`src/rtl/alu_share_arbiter_pkg.sv`:
```
// Shared definitions for the two-port ALU arbiter: op encodings, width defaults
// and the result-slot state type.
package alu_share_arbiter_pkg;

    localparam int DEF_DATA_W = 4;
    localparam int DEF_SH_W   = 2;
    localparam int DEF_CNT_W  = 8;

    localparam logic [1:0] OP_SRA = 2'b00;
    localparam logic [1:0] OP_SRL = 2'b01;
    localparam logic [1:0] OP_SUB = 2'b10;
    localparam logic [1:0] OP_ADD = 2'b11;

    typedef enum logic {
        EMPTY = 1'b0,
        FULL  = 1'b1
    } slot_state_t;

endpackage

```
`src/rtl/alu_share_arbiter_alu4_core.sv`:
```
// Purely combinational shift/add/sub datapath shared by both requesters.
module alu4_core
    import alu_share_arbiter_pkg::*;
#(
    parameter int DATA_W = DEF_DATA_W,
    parameter int SH_W   = DEF_SH_W
) (
    input  logic [1:0]        op,
    input  logic [DATA_W-1:0] a,
    input  logic [DATA_W-1:0] b,
    input  logic [SH_W-1:0]   c,
    output logic [DATA_W-1:0] result
);

    always_comb begin
        result = '0;
        case (op)
            OP_SRA:  result = $signed(a) >>> c;
            OP_SRL:  result = a >> c;
            OP_SUB:  result = a - b;
            OP_ADD:  result = a + b;
            default: result = '0;
        endcase
    end

endmodule

```
`src/rtl/alu_share_arbiter.sv`:
```
// Round-robin arbiter sharing one ALU between two requesters, with a single
// registered result slot under response backpressure and a consumed-op counter.
module alu_share_arbiter
    import alu_share_arbiter_pkg::*;
#(
    parameter int DATA_W = DEF_DATA_W,
    parameter int SH_W   = DEF_SH_W,
    parameter int CNT_W  = DEF_CNT_W
) (
    input  logic              clk,
    input  logic              reset,
    input  logic [1:0]        req_valid,
    output logic [1:0]        req_ready,
    input  logic [1:0]        req_op0,
    input  logic [DATA_W-1:0] req_a0,
    input  logic [DATA_W-1:0] req_b0,
    input  logic [SH_W-1:0]   req_c0,
    input  logic [1:0]        req_op1,
    input  logic [DATA_W-1:0] req_a1,
    input  logic [DATA_W-1:0] req_b1,
    input  logic [SH_W-1:0]   req_c1,
    output logic              rsp_valid,
    output logic              rsp_id,
    output logic [DATA_W-1:0] rsp_data,
    input  logic              rsp_ready,
    output logic [CNT_W-1:0]  op_count
);

    slot_state_t       state_q;
    slot_state_t       state_d;
    logic              last_grant_q;
    logic              grant_sel;
    logic              free;
    logic              accept;
    logic              consume;
    logic [1:0]        sel_op;
    logic [DATA_W-1:0] sel_a;
    logic [DATA_W-1:0] sel_b;
    logic [SH_W-1:0]   sel_c;
    logic [DATA_W-1:0] alu_result;

    assign rsp_valid = (state_q == FULL);
    assign consume   = rsp_valid & rsp_ready;

    // A consumer draining the slot this cycle frees it for a new accept, so
    // rsp_ready feeds req_ready combinationally to sustain one op per cycle.
    always_comb begin
        grant_sel = 1'b0;
        req_ready = 2'b00;
        free      = (state_q == EMPTY) | rsp_ready;
        if (req_valid == 2'b11) begin
            grant_sel = ~last_grant_q;
        end else begin
            grant_sel = ~req_valid[0];
        end
        if (!reset && (req_valid != 2'b00) && free) begin
            req_ready = grant_sel ? 2'b10 : 2'b01;
        end
    end

    assign accept = |(req_valid & req_ready);

    always_comb begin
        state_d = state_q;
        case (state_q)
            EMPTY:   if (accept) state_d = FULL;
            FULL:    if (consume && !accept) state_d = EMPTY;
            default: state_d = EMPTY;
        endcase
    end

    always_ff @(posedge clk) begin
        if (reset) begin
            state_q <= EMPTY;
        end else begin
            state_q <= state_d;
        end
    end

    always_comb begin
        sel_op = grant_sel ? req_op1 : req_op0;
        sel_a  = grant_sel ? req_a1  : req_a0;
        sel_b  = grant_sel ? req_b1  : req_b0;
        sel_c  = grant_sel ? req_c1  : req_c0;
    end

    alu4_core #(
        .DATA_W (DATA_W),
        .SH_W   (SH_W)
    ) u_alu (
        .op     (sel_op),
        .a      (sel_a),
        .b      (sel_b),
        .c      (sel_c),
        .result (alu_result)
    );

    // last_grant resets to port 1 so that port 0 wins the first contention.
    always_ff @(posedge clk) begin
        if (reset) begin
            rsp_data     <= '0;
            rsp_id       <= 1'b0;
            last_grant_q <= 1'b1;
            op_count     <= '0;
        end else begin
            if (accept) begin
                rsp_data     <= alu_result;
                rsp_id       <= grant_sel;
                last_grant_q <= grant_sel;
            end
            if (consume) begin
                op_count <= op_count + CNT_W'(1);
            end
        end
    end

endmodule
```
`config.mk`:
```
export PLATFORM = sky130hd
export DESIGN_NAME = alu_share_arbiter
export DESIGN_NICKNAME = d
export VERILOG_FILES = /design/src/rtl/alu_share_arbiter_pkg.sv /design/src/rtl/alu_share_arbiter_alu4_core.sv /design/src/rtl/alu_share_arbiter.sv
export SDC_FILE = /design/constraint.sdc
export NUM_CORES = 1
export LEC_CHECK = 0
export CAP_MARGIN = 20
export CORE_ASPECT_RATIO = 0.6
export CORE_MARGIN = 2
export CORE_UTILIZATION = 44
export CTS_CLUSTER_SIZE = 20
export DETAILED_ROUTE_END_ITERATION = 8
export PLACE_DENSITY_LB_ADDON = 0.2
export SYNTH_ARGS = -nofsm -noshare
export SYNTH_HDL_FRONTEND = slang
export SYNTH_SLANG_ARGS = --single-unit
```
`constraint.sdc`:
```
create_clock -name clk -period 2.5 [get_ports clk]
set_input_delay 0.5 -clock clk [delete_from_list [all_inputs] [get_ports clk]]
set_output_delay 0.5 -clock clk [all_outputs]
set_load 0.005 [all_outputs]
```
# Yosys cells after proc, flatten, opt, wreduce, memory -nomap -nowiden
# Index checks and enable logic that the tools add are counted.
[word_totals]
wordCells = 39
out_inout_bits = 16
input_bits = 29
register_bits = 15
[op_classes]
n_reduce_logical = 8
shift = 2
n_addsub = 3
eq_ne = 4
bitwise_logic = 6
n_mux = 11
[ops]
columns = ["op", "count"]
rows = [
  ["4-bit one-hot mux with 4 select lines", 1],
  ["8-bit by 1-bit adder with 8-bit output (second input constant)", 1],
  ["2-bit 2-to-1 mux", 4],
  ["4-bit 2-to-1 mux", 2],
  ["2-bit == test (second input constant)", 3],
  ["4-bit adder", 1],
  ["4-bit by 2-bit >> shifter with 4-bit output", 1],
  ["4-bit by 2-bit >>> shifter with 4-bit output", 1],
  ["4-bit subtractor", 1],
  ["1-bit logical AND", 3],
  ["1-bit 2-to-1 mux", 3],
  ["1-bit inverter", 3],
  ["2-bit bitwise AND", 1],
  ["2-bit by 1-bit == test with 1-bit output (second input constant)", 1],
  ["1-bit zero test", 2],
  ["2-bit zero test", 1],
  ["1-bit one-hot mux with 2 select lines", 1],
  ["2-bit nonzero test", 1],
  ["2-bit OR reduction", 1],
  ["1-bit bitwise AND", 1],
  ["1-bit bitwise OR", 1],
]

# Logic depth before layout (Yosys ltp)
# Gate-level depths: netlist of run 1.
[depth]
depth_word = 10
mapped_depth = 11
depth_no_buf = 10

# Cells and area by module
# A second synthesis of run 1 with hierarchy kept.
[hier_totals]
hier_cells = 123
area_unflattened_um2 = 1103.6
[by_module_without_submodules]
columns = ["mod", "cells_each", "seq_area_each_um2", "area_per_inst_um2", "n_inst"]
rows = [
  ["alu_share_arbiter", 84, 300.3, 790.8, 1],
  ["alu4_core", 39, 0.0, 312.8, 1],
]

# Worst setup path after synthesis of run 1
# No wires, ideal clock.
[synth_timing]
kind = "in2reg"
startpoint = "input req_valid[1]"
endpoint = "register rsp_data[1]"
t_arrival_ns = 2.124
path_stages = 10
t_required_ns = 2.426
setup_time_ns = 0.074
n_path_buf = 1
slack_ns = 0.302
cell_sequence = "inv_2 o21ai_4 buf_6 mux2_2 ha_1 inv_1 fa_1 inv_1 o21ai_0 a31oi_1"
[synth_via]
elab_chain_len = 6
[synth_rtl]
columns = ["element", "line", "source"]
rows = [
  ["from (decl)", "alu_share_arbiter.sv:12", "input logic [1:0] req_valid,"],
  ["parallel branches: the longest is 6 deep, another holds 4-bit adder", "-", ""],
  ["to (signal assigned)", "alu_share_arbiter.sv:107", "rsp_data <= alu_result;"],
  ["to (decl)", "alu_share_arbiter.sv:24", "output logic [DATA_W-1:0] rsp_data,"],
]
# Parallel ways; which one is timed is not known.
# A chain may end at the register's enable or synchronous reset.

# Final worst setup path of run 1
[layout_timing]
startpoint = "input reset"
endpoint = "output req_ready[1]"
[layout_via]
elab_chain_len = 4
[layout_rtl]
columns = ["element", "line", "source"]
rows = [
  ["from (decl)", "alu_share_arbiter.sv:11", "input logic reset,"],
  ["1-bit zero test", "alu_share_arbiter.sv:56", "if (!reset && (req_valid != 2'b00) && free) begin"],
  ["1-bit logical AND (2 in series)", "alu_share_arbiter.sv:56", ""],
  ["2-bit 2-to-1 mux", "alu_share_arbiter.sv:56", ""],
  ["to (decl)", "alu_share_arbiter.sv:13", "output logic [1:0] req_ready,"],
]
# No other way between the ends.

==> results.sh, run 1 <==
export IMPL_status="finished clean"
export IMPL_io_pins=45
export IMPL_drive_above_1_share_pct=18.8
export IMPL_slowest_delay_ns=0.49
export IMPL_cp_required_ns=2.00
export IMPL_coreArea_sq_mm=0.00257
export IMPL_place_hpwl_mm=3.06
export IMPL_setup_worst_path_start="reset"
export IMPL_synth_top_area_cell="dfxtp_1"
export IMPL_gp_congestion=0.850
export IMPL_cts_buffers=3
export IMPL_reg2reg_slack_ns=0.40
export IMPL_synth_yosys_seq_area_share_pct=24.5
export IMPL_tightest_slew_ns=0.410
export IMPL_min_period_over_period_pct=98.4
export IMPL_start_util_pct=47.6
export IMPL_grt_pass1_wl_mm=6.24
export IMPL_finalSetupViolCount=0
export IMPL_final_setup_tns_ns=0
export IMPL_grt_pass1_vias=1331
export IMPL_synthToLayoutAreaGrowth_pct=55.6
export IMPL_wl_mm=3.91
export IMPL_cp_start_kind="primary input"
export IMPL_rsz0062_at_grt="false"
export IMPL_firstDrtPassIters=4
export IMPL_viasPerCell=5.55
export IMPL_nets=248
export IMPL_final_hold_violation_count=0
export IMPL_synth_top_area_share_pct=24.5
export IMPL_synthMuxAreaShare_pct=12.9
export IMPL_ant_nets=0
export IMPL_ctsHoldBuffers=0
export IMPL_routedWlPerCell_um=15.9
export IMPL_postSynthCellCount=152
export IMPL_cpMaxStageDelayCell="clkdlybuf4s50_1"
export IMPL_hp_class="register to register"
export IMPL_critPathArrivalTime_ns=1.96
export IMPL_syn_cell_area_sq_mm=0.00123
export IMPL_worstSetupPathType="primary input to primary output"
export IMPL_hp_start="rsp_data[2]"
export IMPL_cellPowerDensity_mw_per_mm2=406
export IMPL_chipWidth_um=72.2
export IMPL_drv_cap=0
export IMPL_synth_xor_area_share_pct=10.7
export IMPL_cp_common_cell="clkdlybuf4s50_1"
export IMPL_finalMaxSlewViolations=0
export IMPL_synth_top_family_by_area="simple AND/OR/NAND/NOR gates"
export IMPL_max_freq_ghz=0.406
export IMPL_antenna_cells=0
export IMPL_synth_seq_cells=15
export IMPL_clk_latency_ns=0.25
export IMPL_path_cells="clkdlybuf4s50_1, buf_6, nor3_4, and2_4, clkdlybuf4s50_1"
export IMPL_leakage_uw=0.000768
export IMPL_antenna_found_initial=0
export IMPL_grt_start_max_net_pins=12
export IMPL_slew_limit_headroom_pct=72.5
export IMPL_crit_fanout=11
export IMPL_cts_tree="built"
export IMPL_syn_area_per_cell_sq_um=8.07
export IMPL_yosys_top_cells_area="dfxtp_1 (24%), mux2i_1 (9.0%), xor2_1 (6.4%)"
export IMPL_cts_htree_levels=1
export IMPL_cts_root_buf="clkbuf_8"
export IMPL_yosys_warnings=0
export IMPL_path_clk_slew_ns=0.06
export IMPL_drt_iter0_drc=64
export IMPL_min_period_ns=2.46
export IMPL_synth_fa_ha_area_share_pct=5.71
export IMPL_timing_rr_start="last_grant_q"
export IMPL_yosysUniqueCellTypes=43
export IMPL_synth_fp_nets=186
export IMPL_dieArea_sq_mm=0.00324
export IMPL_synthSimpleGateAreaFrac_pct=23.3
export IMPL_ctsLongestPathBuffers=2
export IMPL_finalClockSkew_ns=0.00226
export IMPL_gr_usage_all_layers_pct=25.6
export IMPL_gr_total_overflow=0
export IMPL_holdWs_ns=0.493
export IMPL_rows=14
export IMPL_ir_worst_vdd_mv=0.343
export IMPL_drc_errors=0
export IMPL_cts_sinks=15
export IMPL_end_kind="primary output"
export IMPL_vias=1360
export IMPL_die_height_um=44.9
export IMPL_numPortBuffers=44
export IMPL_synth_compound_area_share_pct=17.6
## through the flow
stage	util (%)	setup slack [ns]	area, sq um	cells	power [uW]
4_1_cts	72.8	0.0226	1880	245	767
6_report	74.1	0.0390	1910	245	776
3_5_place_dp	69.0	-0.292	1780	237	550
5_1_grt	74.1	0.00935	1910	245	821
2_1_floorplan	-	0.302	1230	152	409
3_3_place_gp	69.0	-0.198	1780	237	537
## synthesized netlist by cell type, drive strengths merged
master	number
fa	1
o311ai	2
and2	1
a21oi	11
o31ai	2
nand4	1
a32oi	1
a21o	1
inv	8
ha	4
a31oi	3
a211oi	1
nor4b	1
nor3b	1
o31a	1
nand2	11
nor4bb	1
and3	2
nand2b	2
or3b	1
nor2b	1
or4	1
xor2	9
dfxtp	15
or3	2
nor2	19
nand3	6
buf	5
xnor2	6
nor3	4
o21ai	13
mux2	3
mux2i	12
## logic make-up after synthesis
family	after synthesis
xor+xnor	15
fa+ha+maj	5
compound gates	35
simple gates	54
mux	15
flops	15
buf+inv	13
## path summary, 6_finish.rpt
check	cells after the start	endpoint
worst max-delay path	5	req_ready[1]
worst min-delay path	2	rsp_data[2]
worst max register to register	9	rsp_data[1]
worst min register to register	2	rsp_data[2]
## where the power goes
part	leakage (uW)	total, uW	internal (uW)	switching [uW]
combinational	0.000623	305	167	138
sequential	0.000123	266	255	11.1
clock	0.0000217	204	112	91.9
total	0.000768	776	534	241
## worst max-delay path: cells and delay by family
family | cells | cell delay, ns
buffers and inverters | 3 | 1.10
and+or+nand+nor | 2 | 0.36
## cell usage in the layout, fill, tap and decap left out, types with 2 or more instances in the layout
| cell | n |
|---|---|
| a31oi_1 | 3 |
| inv_1 | 7 |
| ha_1 | 4 |
| dfxtp_1 | 15 |
| xnor2_1 | 6 |
| buf_6 | 2 |
| nand2b_1 | 2 |
| o21ai_1 | 3 |
| clkdlybuf4s50_1 | 40 |
| mux2_2 | 3 |
| a21oi_1 | 11 |
| o31ai_1 | 2 |
| nand2_1 | 10 |
| dlygate4sd2_1 | 3 |
| o311ai_1 | 2 |
| nor2_1 | 18 |
| mux2i_2 | 2 |
| o21ai_0 | 9 |
| nand3_1 | 6 |
| nor3_1 | 3 |
| buf_4 | 15 |
| clkbuf_8 | 3 |
| mux2i_1 | 9 |
| xor2_1 | 9 |
## area by class of cell
class	count	area (sq um)
clock buffer	3	41.3
fill	196	667
timing repair buffer	62	589
tap	32	40.0
clock inverter	1	7.51
multi-input combinational	124	900
sequential	15	300
inverter	8	30.0
## state kept, by name, indices dropped and copies added (netlist names)
signal,cells
rsp_data,4
op_count,8
rsp_valid,1
last_grant_q,1
rsp_id,1
## metal layers
layer | track usage, % | part of all wire (%) | routed length, um | vias to the layer above
met5 | 0 | 0 | 0 | -
met4 | 3.40 | 0.54 | 21 | 0
met3 | 5.36 | 7.7 | 301 | 2
met2 | 42.9 | 46 | 1820 | 50
met1 | 35.4 | 45 | 1770 | 647
li1 | - | - | - | 661
## what timing repair did
action                     4_1_cts  5_1_grt
setup endpoints to repair        3        4
cloned                           0        0
pin swaps                        2        2
buffers inserted                 4        0
resized for setup               11        8
(Power assumes the default switching activity.)
==> run 2: changes to the inputs <==
CORE_MARGIN = 3   (was 2)
==> results.sh, run 2 (synthesis results as in run 1) <==
export IMPL_place_hpwl_mm=3.16
export IMPL_wl_mm=3.93
export IMPL_reg2reg_slack_ns=0.45
export IMPL_fill_cells=186
export IMPL_io_pins=45
export IMPL_cp_required_ns=2.00
export IMPL_firstDrtPassIters=4
export IMPL_grt_use_met3_pct=5.56
export IMPL_gr_total_overflow=0
export IMPL_setup_worst_path_start="reset"
export IMPL_multi_input_comb_area_sq_um=880
export IMPL_ctsLongestPathBuffers=2
export IMPL_synthToLayoutAreaGrowth_pct=52.9
export IMPL_viasPerCell=5.50
export IMPL_cellPowerDensity_mw_per_mm2=407
export IMPL_gr_usage_met1_pct=34.7
export IMPL_clk_latency_ns=0.25
export IMPL_start_util_pct=47.6
export IMPL_reg_top3="op_count x8, rsp_data x4"
export IMPL_crit_fanout=11
export IMPL_placed_cells=238
export IMPL_ant_nets=0
export IMPL_min_period_over_period_pct=97.7
export IMPL_final_cell_mix="clkdlybuf4s50_1 (40), nor2_1 (18), dfxtp_1 (15)"
export IMPL_worstSetupPathType="primary input to primary output"
export IMPL_rsz0062_at_grt="false"
export IMPL_holdPathStages=2
export IMPL_numPortBuffers=44
export IMPL_cts_root_buf="clkbuf_8"
export IMPL_largest_reg_flops=8
export IMPL_seqCellArea_sq_um=300
export IMPL_drive_above_1_share_pct=17.0
export IMPL_drc_errors=0
export IMPL_final_common_cell="clkdlybuf4s50_1"
export IMPL_antenna_cells=0
export IMPL_chipWidth_um=74.2
export IMPL_finalClockSkew_ns=0.00367
export IMPL_rows=14
export IMPL_cts_sinks=15
export IMPL_vias=1342
export IMPL_drv_cap=0
export IMPL_critPathArrivalTime_ns=1.94
export IMPL_die_height_um=46.9
export IMPL_final_hold_violation_count=0
export IMPL_ctsHoldBuffers=0
export IMPL_hp_class="register to register"
export IMPL_critical_path_endpoint="req_ready[1]"
export IMPL_end_kind="primary output"
export IMPL_min_period_ns=2.44
export IMPL_coreArea_sq_mm=0.00257
export IMPL_cts_buffers=3
export IMPL_cts_tree="built"
export IMPL_cp_start_kind="primary input"
export IMPL_ir_worst_vdd_mv=0.356
export IMPL_timing_rr_start="last_grant_q"
export IMPL_status="finished clean"
export IMPL_r2r_cells=10
export IMPL_antenna_found_initial=0
export IMPL_finalMaxSlewViolations=0
export IMPL_gp_congestion=0.803
export IMPL_drt_iter0_drc=71
export IMPL_regMostFlops="op_count"
export IMPL_slew_limit_headroom_pct=65.8
export IMPL_setup_ws_ns=0.0582
export IMPL_cts_htree_levels=1
export IMPL_routedWlPerCell_um=16.1
export IMPL_finalSetupViolCount=0
export IMPL_dieArea_sq_mm=0.00348
export IMPL_grt_pass1_vias=1233
export IMPL_leakage_uw=0.000765
export IMPL_nets=247
export IMPL_max_freq_ghz=0.410
export IMPL_grt_busiest_layer="met2"
export IMPL_place_worst_setup_slack_ns=-0.236
export IMPL_gr_usage_all_layers_pct=23.5
export IMPL_path_clk_slew_ns=0.06
export IMPL_grtUsageMet2_pct=35.0
export IMPL_grt_pass1_wl_mm=5.99
export IMPL_layoutNonFillerInstCount=244
export IMPL_grt_start_max_net_pins=12
export IMPL_r2r_end="rsp_data[3]"
export IMPL_p_total_uw=764
export IMPL_tightest_slew_ns=0.504
run 2: worst min-delay path by stage:
stage	start	to	slack, ns
global placement	rsp_data[2]	rsp_data[2]	0.46
global route	rsp_data[2]	rsp_data[2]	0.53
floorplan	rsp_data[2]	rsp_data[2]	0.45
CTS	rsp_data[2]	rsp_data[2]	0.50
detailed placement	rsp_data[2]	rsp_data[2]	0.48
finish	rsp_data[2]	rsp_data[2]	0.51
run 2: critical path: stages:
cell and delay [ns]:
clkdlybuf4s50_1 0.44, buf_6 0.16, nor3_4 0.19, and2_4 0.16, clkdlybuf4s50_1 0.49
run 2: timing repair:
item	in CTS	in global routing
endpoints found under the setup margin	2	3
pin swaps	2	1
resized for setup	7	5
buffers inserted	2	0
run 2: layer usage:
metal / vias to the layer above / wire (um)
met5: - / 0
met4: 0 / 29
met3: 4 / 255
met2: 48 / 1760
met1: 629 / 1880
li1: 661 / -
run 2: stage by stage:
step	hold slack (ns)	util [%]	cell area, sq um	TNS [ns]
after floorplan	0.454	-	1230	0
after global placement	0.456	69.2	1780	-0.794
after detailed placement	0.481	69.2	1780	-1.11
after CTS	0.498	72.1	1860	0
after global routing	0.535	72.8	1870	0
final	0.506	72.8	1870	0
run 2: final cells by class:
cell class                 count  share of cell area [%]
clock buffer                   3                    2.20
clock inverter                 1                   0.267
inverter                       8                    1.60
multi-input combinational    124                    46.9
sequential                    15                    16.0
tap                           32                    2.14
timing repair buffer          61                    30.8
run 2: power breakdown:
part / total, uW / internal, uW / switching (uW)
Clock: 204 / 110 / 93.1
Sequential: 267 / 255 / 12.2
Combinational: 293 / 161 / 132
Total: 764 / 527 / 237
==> run 3: changes to the inputs <==
CTS_CLUSTER_DIAMETER = 30   (was default)
==> results of run 3 <==
The final DEF is identical to that of run 2; final timing and power are the same.
